## config.mk

```make
export PLATFORM = sky130hd
export DESIGN_NAME = netlist_gate_pipe
export DESIGN_NICKNAME = d
export VERILOG_FILES = /design/src/rtl/netlist_gate_pkg.sv /design/src/rtl/netlist_pipe_stage.sv /design/src/rtl/netlist_gate_pipe.sv
export SDC_FILE = /design/constraint.sdc
export NUM_CORES = 1
export LEC_CHECK = 0
export CORE_MARGIN = 4
export CORE_UTILIZATION = 35
export DETAILED_ROUTE_END_ITERATION = 7
export HOLD_SLACK_MARGIN = 0.03
export PLACE_DENSITY = 0.54
export SETUP_SLACK_MARGIN = 0.05
export SYNTH_ARGS = -nofsm -noshare
export SYNTH_HDL_FRONTEND = slang
export SYNTH_SLANG_ARGS = --single-unit
```

## constraint.sdc

```tcl
create_clock -name clk -period 1.27 [get_ports clk]
set_input_delay 0.254 -clock clk [delete_from_list [all_inputs] [get_ports clk]]
set_output_delay 0.254 -clock clk [all_outputs]
set_load 0.01 [all_outputs]
```

## src/rtl/netlist_gate_pkg.sv

```systemverilog
// Shared types and helpers for the gated netlist pipeline: gate select encoding,
// the per-bit gate function and a population count.
package netlist_gate_pkg;

  localparam int unsigned MODE_W       = 2;
  localparam int unsigned POP_MAX_BITS = 1024;

  typedef enum logic [MODE_W-1:0] {
    GATE_AND  = 2'd0,
    GATE_NAND = 2'd1,
    GATE_OR   = 2'd2,
    GATE_XOR  = 2'd3
  } gate_mode_e;

  function automatic logic gate_apply(input gate_mode_e mode, input logic a, input logic b);
    logic y;
    y = 1'b0;
    case (mode)
      GATE_AND:  y = a & b;
      GATE_NAND: y = ~(a & b);
      GATE_OR:   y = a | b;
      GATE_XOR:  y = a ^ b;
      default:   y = 1'b0;
    endcase
    return y;
  endfunction

  // Operands narrower than POP_MAX_BITS are zero-extended by the caller.
  function automatic int unsigned popcount(input logic [POP_MAX_BITS-1:0] v);
    int unsigned n;
    n = 0;
    for (int unsigned i = 0; i < POP_MAX_BITS; i++) begin
      n = n + {31'd0, v[i]};
    end
    return n;
  endfunction

endpackage

```

## src/rtl/netlist_pipe_stage.sv

```systemverilog
// One elastic pipeline slot: valid flag plus payload, loaded on 'load'.
// Payload only updates when a real beat arrives so bubbles leave data untouched.
module netlist_pipe_stage #(
  parameter int unsigned PW = 8
) (
  input  logic          clk,
  input  logic          rst_n,
  input  logic          load,
  input  logic          in_valid,
  input  logic [PW-1:0] in_data,
  output logic          valid,
  output logic [PW-1:0] data
);

  always_ff @(posedge clk or negedge rst_n) begin
    if (!rst_n) begin
      valid <= 1'b0;
    end else if (load) begin
      valid <= in_valid;
    end
  end

  always_ff @(posedge clk or negedge rst_n) begin
    if (!rst_n) begin
      data <= '0;
    end else if (load && in_valid) begin
      data <= in_data;
    end
  end

endmodule

```

## src/rtl/netlist_gate_pipe.sv

```systemverilog
// Multi-lane selectable bitwise gate feeding a DEPTH-stage valid/ready pipeline;
// each beat carries its result and ones-count computed ahead of stage 0.
module netlist_gate_pipe
  import netlist_gate_pkg::*;
#(
  parameter int unsigned WIDTH    = 4,
  parameter int unsigned CHANNELS = 2,
  parameter int unsigned DEPTH    = 3
) (
  input  logic                                  clk,
  input  logic                                  rst_n,
  input  logic                                  in_valid,
  output logic                                  in_ready,
  input  logic [CHANNELS*WIDTH-1:0]             in_a,
  input  logic [CHANNELS*WIDTH-1:0]             in_b,
  input  logic [1:0]                            in_mode,
  output logic                                  out_valid,
  input  logic                                  out_ready,
  output logic [CHANNELS*WIDTH-1:0]             out_y,
  output logic [$clog2(CHANNELS*WIDTH+1)-1:0]   out_ones
);

  localparam int unsigned N  = CHANNELS * WIDTH;
  localparam int unsigned OW = $clog2(N + 1);
  localparam int unsigned PW = N + OW;

  logic [N-1:0]    y_c;
  logic [OW-1:0]   ones_c;
  logic [DEPTH-1:0] v;
  logic [DEPTH-1:0] r;
  logic [DEPTH-1:0] vin;
  logic [PW-1:0]   p   [DEPTH];
  logic [PW-1:0]   pin [DEPTH];

  // Lane packing is contiguous, so the gate is simply applied bit by bit.
  always_comb begin
    y_c = '0;
    for (int unsigned i = 0; i < N; i++) begin
      y_c[i] = gate_apply(gate_mode_e'(in_mode), in_a[i], in_b[i]);
    end
    ones_c = OW'(popcount(POP_MAX_BITS'(y_c)));
  end

  // Stage g can move when downstream pops or any slot from g onward is empty;
  // this is the unrolled form of r[i] = ~v[i] | r[i+1].
  for (genvar g = 0; g < DEPTH; g++) begin : g_stage
    assign r[g] = out_ready | ~(&v[DEPTH-1:g]);

    if (g == 0) begin : g_head
      assign vin[g] = in_valid;
      assign pin[g] = {ones_c, y_c};
    end else begin : g_body
      assign vin[g] = v[g-1];
      assign pin[g] = p[g-1];
    end

    netlist_pipe_stage #(
      .PW(PW)
    ) u_stage (
      .clk      (clk),
      .rst_n    (rst_n),
      .load     (r[g]),
      .in_valid (vin[g]),
      .in_data  (pin[g]),
      .valid    (v[g]),
      .data     (p[g])
    );
  end

  assign in_ready  = r[0];
  assign out_valid = v[DEPTH-1];
  assign out_y     = p[DEPTH-1][N-1:0];
  assign out_ones  = p[DEPTH-1][PW-1:N];

endmodule

```

; ---- Yosys cells after proc, flatten, opt, wreduce, memory -nomap -nowiden
; Index checks and enable logic that the tools add are counted.
[totals]
input_bits = 22
register_bits = 39
word_cells = 68
romBits = 0
output_inout_bits = 14
n_memories = 0
latchBits = 0
mem_bits_rw = 0
[classes]
div = 0
eq_ne = 3
reduce_logical = 6
muxes = 8
add_sub_neg = 7
bitwise = 38
shift = 0
mul = 0
order_cmp = 0
[op_table]
columns = op, n
row1 = $pmux 1 s4, 8
row2 = $add 4x1->4, 4
row3 = $not 1->1, 11
row4 = $or 1x1->1, 11
row5 = $and 1x1->1, 8
row6 = $xor 1x1->1, 8
row7 = $add 3x1->4, 1
row8 = $eq 2x2->1 const B, 2
row9 = $add 2x1->3, 1
row10 = $logic_and 1x1->1, 3
row11 = $reduce_and 3->1, 1
row12 = $add 1x1->2, 1
row13 = $eq 2x1->1 const B, 1
row14 = $logic_not 2->1, 1
row15 = $reduce_and 2->1, 1

; ---- Logic depth before layout (Yosys ltp)
[depth]
word_depth = 10
depth_mapped = 14
depth_no_buf = 14

; ---- Cells and area by module
; Synthesis repeated with hierarchy kept, for this count alone.
[hier_totals]
hier_cells = 190
hier_area_um2 = 2347.3
[by_module_without_submodules]
columns = module, instances, cells_each, seq_area_each_um2, area_per_inst_um2
row1 = netlist_pipe_stage, 3, 29, 325.3, 520.5
row2 = netlist_gate_pipe, 1, 103, 0.0, 785.8

; ---- Worst setup path after synthesis
; Ideal clock, no wire load.
[synth_timing]
kind = input -> register
start = input port in_a[3]
end = register g_stage[0].u_stage.data[9]
arrival_ns = 3.387
cell_stages = 13
path_buffers = 0
slack_ns = -2.194
t_required_ns = 1.194
cell_sequence = inv_1 ha_1 or2b_1 and3b_1 or2_1 fa_1 fa_1 fa_1 inv_1 ha_1 inv_1 fa_1 o21ai_1
[synth_between]
elab_chain_len = 8
[synth_rtl]
columns = item, line
row1 = from (decl), netlist_gate_pipe.sv:14  ; input logic [CHANNELS*WIDTH-1:0] in_a,
row2 = $and 1x1->1, "netlist_gate_pkg.sv:19, netlist_gate_pkg.sv:20"
row3 = $not 1->1, netlist_gate_pkg.sv:20  ; GATE_NAND: y = ~(a & b);
row4 = $pmux 1 s4 *, netlist_gate_pkg.sv:18  ; case (mode)
row5 = $add 3x1->4 *, netlist_gate_pkg.sv:33  ; n = n + {31'd0, v[i]};
row6 = $add 4x1->4 * (4 in a row), netlist_gate_pkg.sv:33
row7 = to (signal assigned), netlist_pipe_stage.sv:27  ; data <= in_data;
row8 = to (decl), netlist_pipe_stage.sv:12  ; output logic [PW-1:0] data
; Mark *: on every way between the ends. The rest lies on a longest branch, timed or not.
; A chain may end at the register's enable or synchronous reset.

; ---- Final worst setup path
; Same ends and word-level chain as after synthesis.

==> qor.yml <==
run_status: "finished with violations"
violations: "negative setup slack"
yosys-top-cells-area: "dfrtp_1 41%, mux2_4 13%, ha_1 10%, o31ai_2 3.7%, inv_1 3.7%"
ir_drop_v: 0.000464
fillers: 606
dp_hpwl_mm: 3.04
cts_tree: "done"
cp_max_fo: 2
finalHoldViolations: 0
place.gp.congestion: 0.717
core_area_um2: 6460
drt_iter0_drc: 82
finalInstanceArea_um2: 3390
area_growth_pct: 43.3
post-synth-top-area-cell: "dfrtp_1"
grt_usage: 0.104
placed_cell_area_um2: 3080
rsz0062_at_grt: "true"
synth_edf_count: 0
syn_inst: 201
antenna_cells: 0
clk_path_buf_depth: 2
synthArstFlopShare: 1.00
clk_pin_slew_ns: 0.07
detail-route-antenna-nets: 0
vias: 1581
cts_sinks: 39
antenna_found_initial: 0
vias_per_cell: 4.42
final_nets: 326
min_period_ns: 3.14
place_inst: 337
setup_ws_ns: -1.87
yosysWarnings: 0
drc: 0
slew_headroom: 0.805
final_common_cell: "dfrtp_1"
regArea_um2: 976
pin_count: 36
cap_violations: 0
seq_area_frac_synth: 0.413
power.density_nw_per_um2: 1370
pre_cts_slack_ns: -2.69
startpoint_type: "input pin"
die-width_um: 90.2
grt_max_degree: 40
synth_cell_type_count: 34
timing.hold.ws_ns: 0.462
max_freq_mhz: 318
grt_pass1_vias: 1517
synthesis.area_um2: 2360
rows: 29
root_buffer: "clkbuf_8"
skew_ns: 0.00751
ys.flop_type: "dfrtp_1"
finalMaxSlewViolations: 0
layout_common_cells: "39 x dfrtp_1, 36 x buf_4, 24 x mux2_4"
gr-total-overflow: 0
grt_pass1_wl_mm: 6.98
clk_latency_ns: 0.29
post-synth-top-area-fraction: 0.413
wl_mm: 4.14
end_kind: "flop"
wl_per_cell_um: 11.6
avgSynthCellArea_um2: 11.8
multi_input_area_um2: 1310
cp.arrival_ns: 3.31
io_buffers: 35
crit_required_ns: 1.44
setup_viol_count_final: 36
htreeDepth: 2
initial_core_util: 0.366
numCtsBuffers: 5
synth_seq_cells: 39
die_area_um2: 8140
worstMarginPinSlew_ns: 0.292
hp-class: "input pin to asynchronous set/reset pin"
worstSetupPathType: "input pin to flop"
instances_no_fill: 358
die_h_um: 90.2
drt-pass1-iter-count: 2
syn-num-nets: 246
p_leak_uw: 0.00173
post-route-period-util: 2.47
drive_gt1_frac: 0.413
==> cell usage after synthesis, types with 2 or more instances <==
cell	count
o21ai_0	10
buf_6	5
or2_1	6
nor3_1	6
ha_1	19
nand2_1	11
o21ai_1	4
dfrtp_1	39
inv_1	23
nor2b_1	12
mux2_4	20
nor2_1	2
mux2_2	4
nand2b_1	5
o211a_1	6
fa_1	4
o31ai_2	7
buf_2	2
==> registers in the layout, summed over array words and instances (netlist names) <==
name                   flops
g_stage.u_stage.data      36
g_stage.u_stage.valid      3
==> worst max-delay path: stages <==
cell and delay (ns):
buf_12 0.09, inv_12 0.03, ha_4 0.13, or2b_1 0.21
and3b_1 0.17, or2_1 0.23, fa_1 0.46, fa_1 0.51
fa_1 0.42, inv_2 0.08, ha_4 0.12, inv_2 0.03
fa_2 0.52, o21ai_1 0.06
==> report_power, final <==
part / total (µW) / leakage, µW / internal (µW) / switching [µW]
clock: 822 / 0.0000470 / 425 / 397
sequential: 1890 / 0.000468 / 1650 / 233
combinational: 1940 / 0.00122 / 1230 / 712
==> layout make-up <==
| cell class | instances | share of cell area |
|---|---|---|
| Tap cell | 77 | 0.0284 |
| Clock buffer | 6 | 0.0244 |
| Sequential cell | 39 | 0.288 |
| Timing Repair Buffer | 82 | 0.237 |
| Clock inverter | 1 | 0.00148 |
| Multi-Input combinational cell | 129 | 0.387 |
| Inverter | 24 | 0.0340 |
==> per-layer routing <==
metal,routed length [µm],global-route usage,vias to the layer above,share of wire
met4,84,0.0459,0,0.020
met3,184,0.0217,5,0.044
met5,0,0,-,0
met1,2030,0.135,707,0.49
li1,-,-,836,-
met2,1840,0.167,33,0.44
==> timing repair <==
| item | CTS | global route |
|---|---|---|
| hold buffers | 1 | 0 |
| resized for setup | 57 | 38 |
| pin swaps | 16 | 14 |
| buffers inserted | 7 | 6 |
| setup endpoints to repair | 48 | 46 |
| cloned | 1 | 1 |
| endpoints found under the hold margin | 39 | 0 |
==> logic make-up (layout without fill, tap and decap cells) <==
logic type / count (synthesis) / in the layout / share of synthesized area
fa+ha+maj: 23 / 23 / 0.134
buf+inv: 33 / 113 / 0.0720
simple gates: 48 / 48 / 0.115
flops: 39 / 39 / 0.413
xor+xnor: 1 / 1 / 0.00370
mux: 25 / 25 / 0.151
compound gates: 32 / 32 / 0.111
==> final timing paths <==
kind                                             from                    endpoint  slack (ns)  cells after the start
min in group clk           g_stage[0].u_stage.data[2]  g_stage[1].u_stage.data[2]        0.51                      1
max                                           in_a[3]  g_stage[0].u_stage.data[9]       -1.87                     14
min                                             rst_n    g_stage[2].u_stage.valid        0.46                      3
max in group asynchronous                       rst_n  g_stage[2].u_stage.data[2]        0.61                      3
max reg2reg                  g_stage[2].u_stage.valid  g_stage[0].u_stage.data[8]       -0.18                      6
min reg2reg                g_stage[0].u_stage.data[2]  g_stage[1].u_stage.data[2]        0.51                      1
==> per-stage QoR <==
step | TNS, ns | util | power, µW
6_report | -9.93 | 0.525 | 4650
3_3_place_gp | -22.45 | 0.477 | 3700
2_1_floorplan | -7.36 | - | 2990
5_1_grt | -12.16 | 0.525 | 4980
4_1_cts | -9.21 | 0.507 | 4560
3_5_place_dp | -22.90 | 0.477 | 3760
Note: power is estimated with default switching activity, not from simulation.
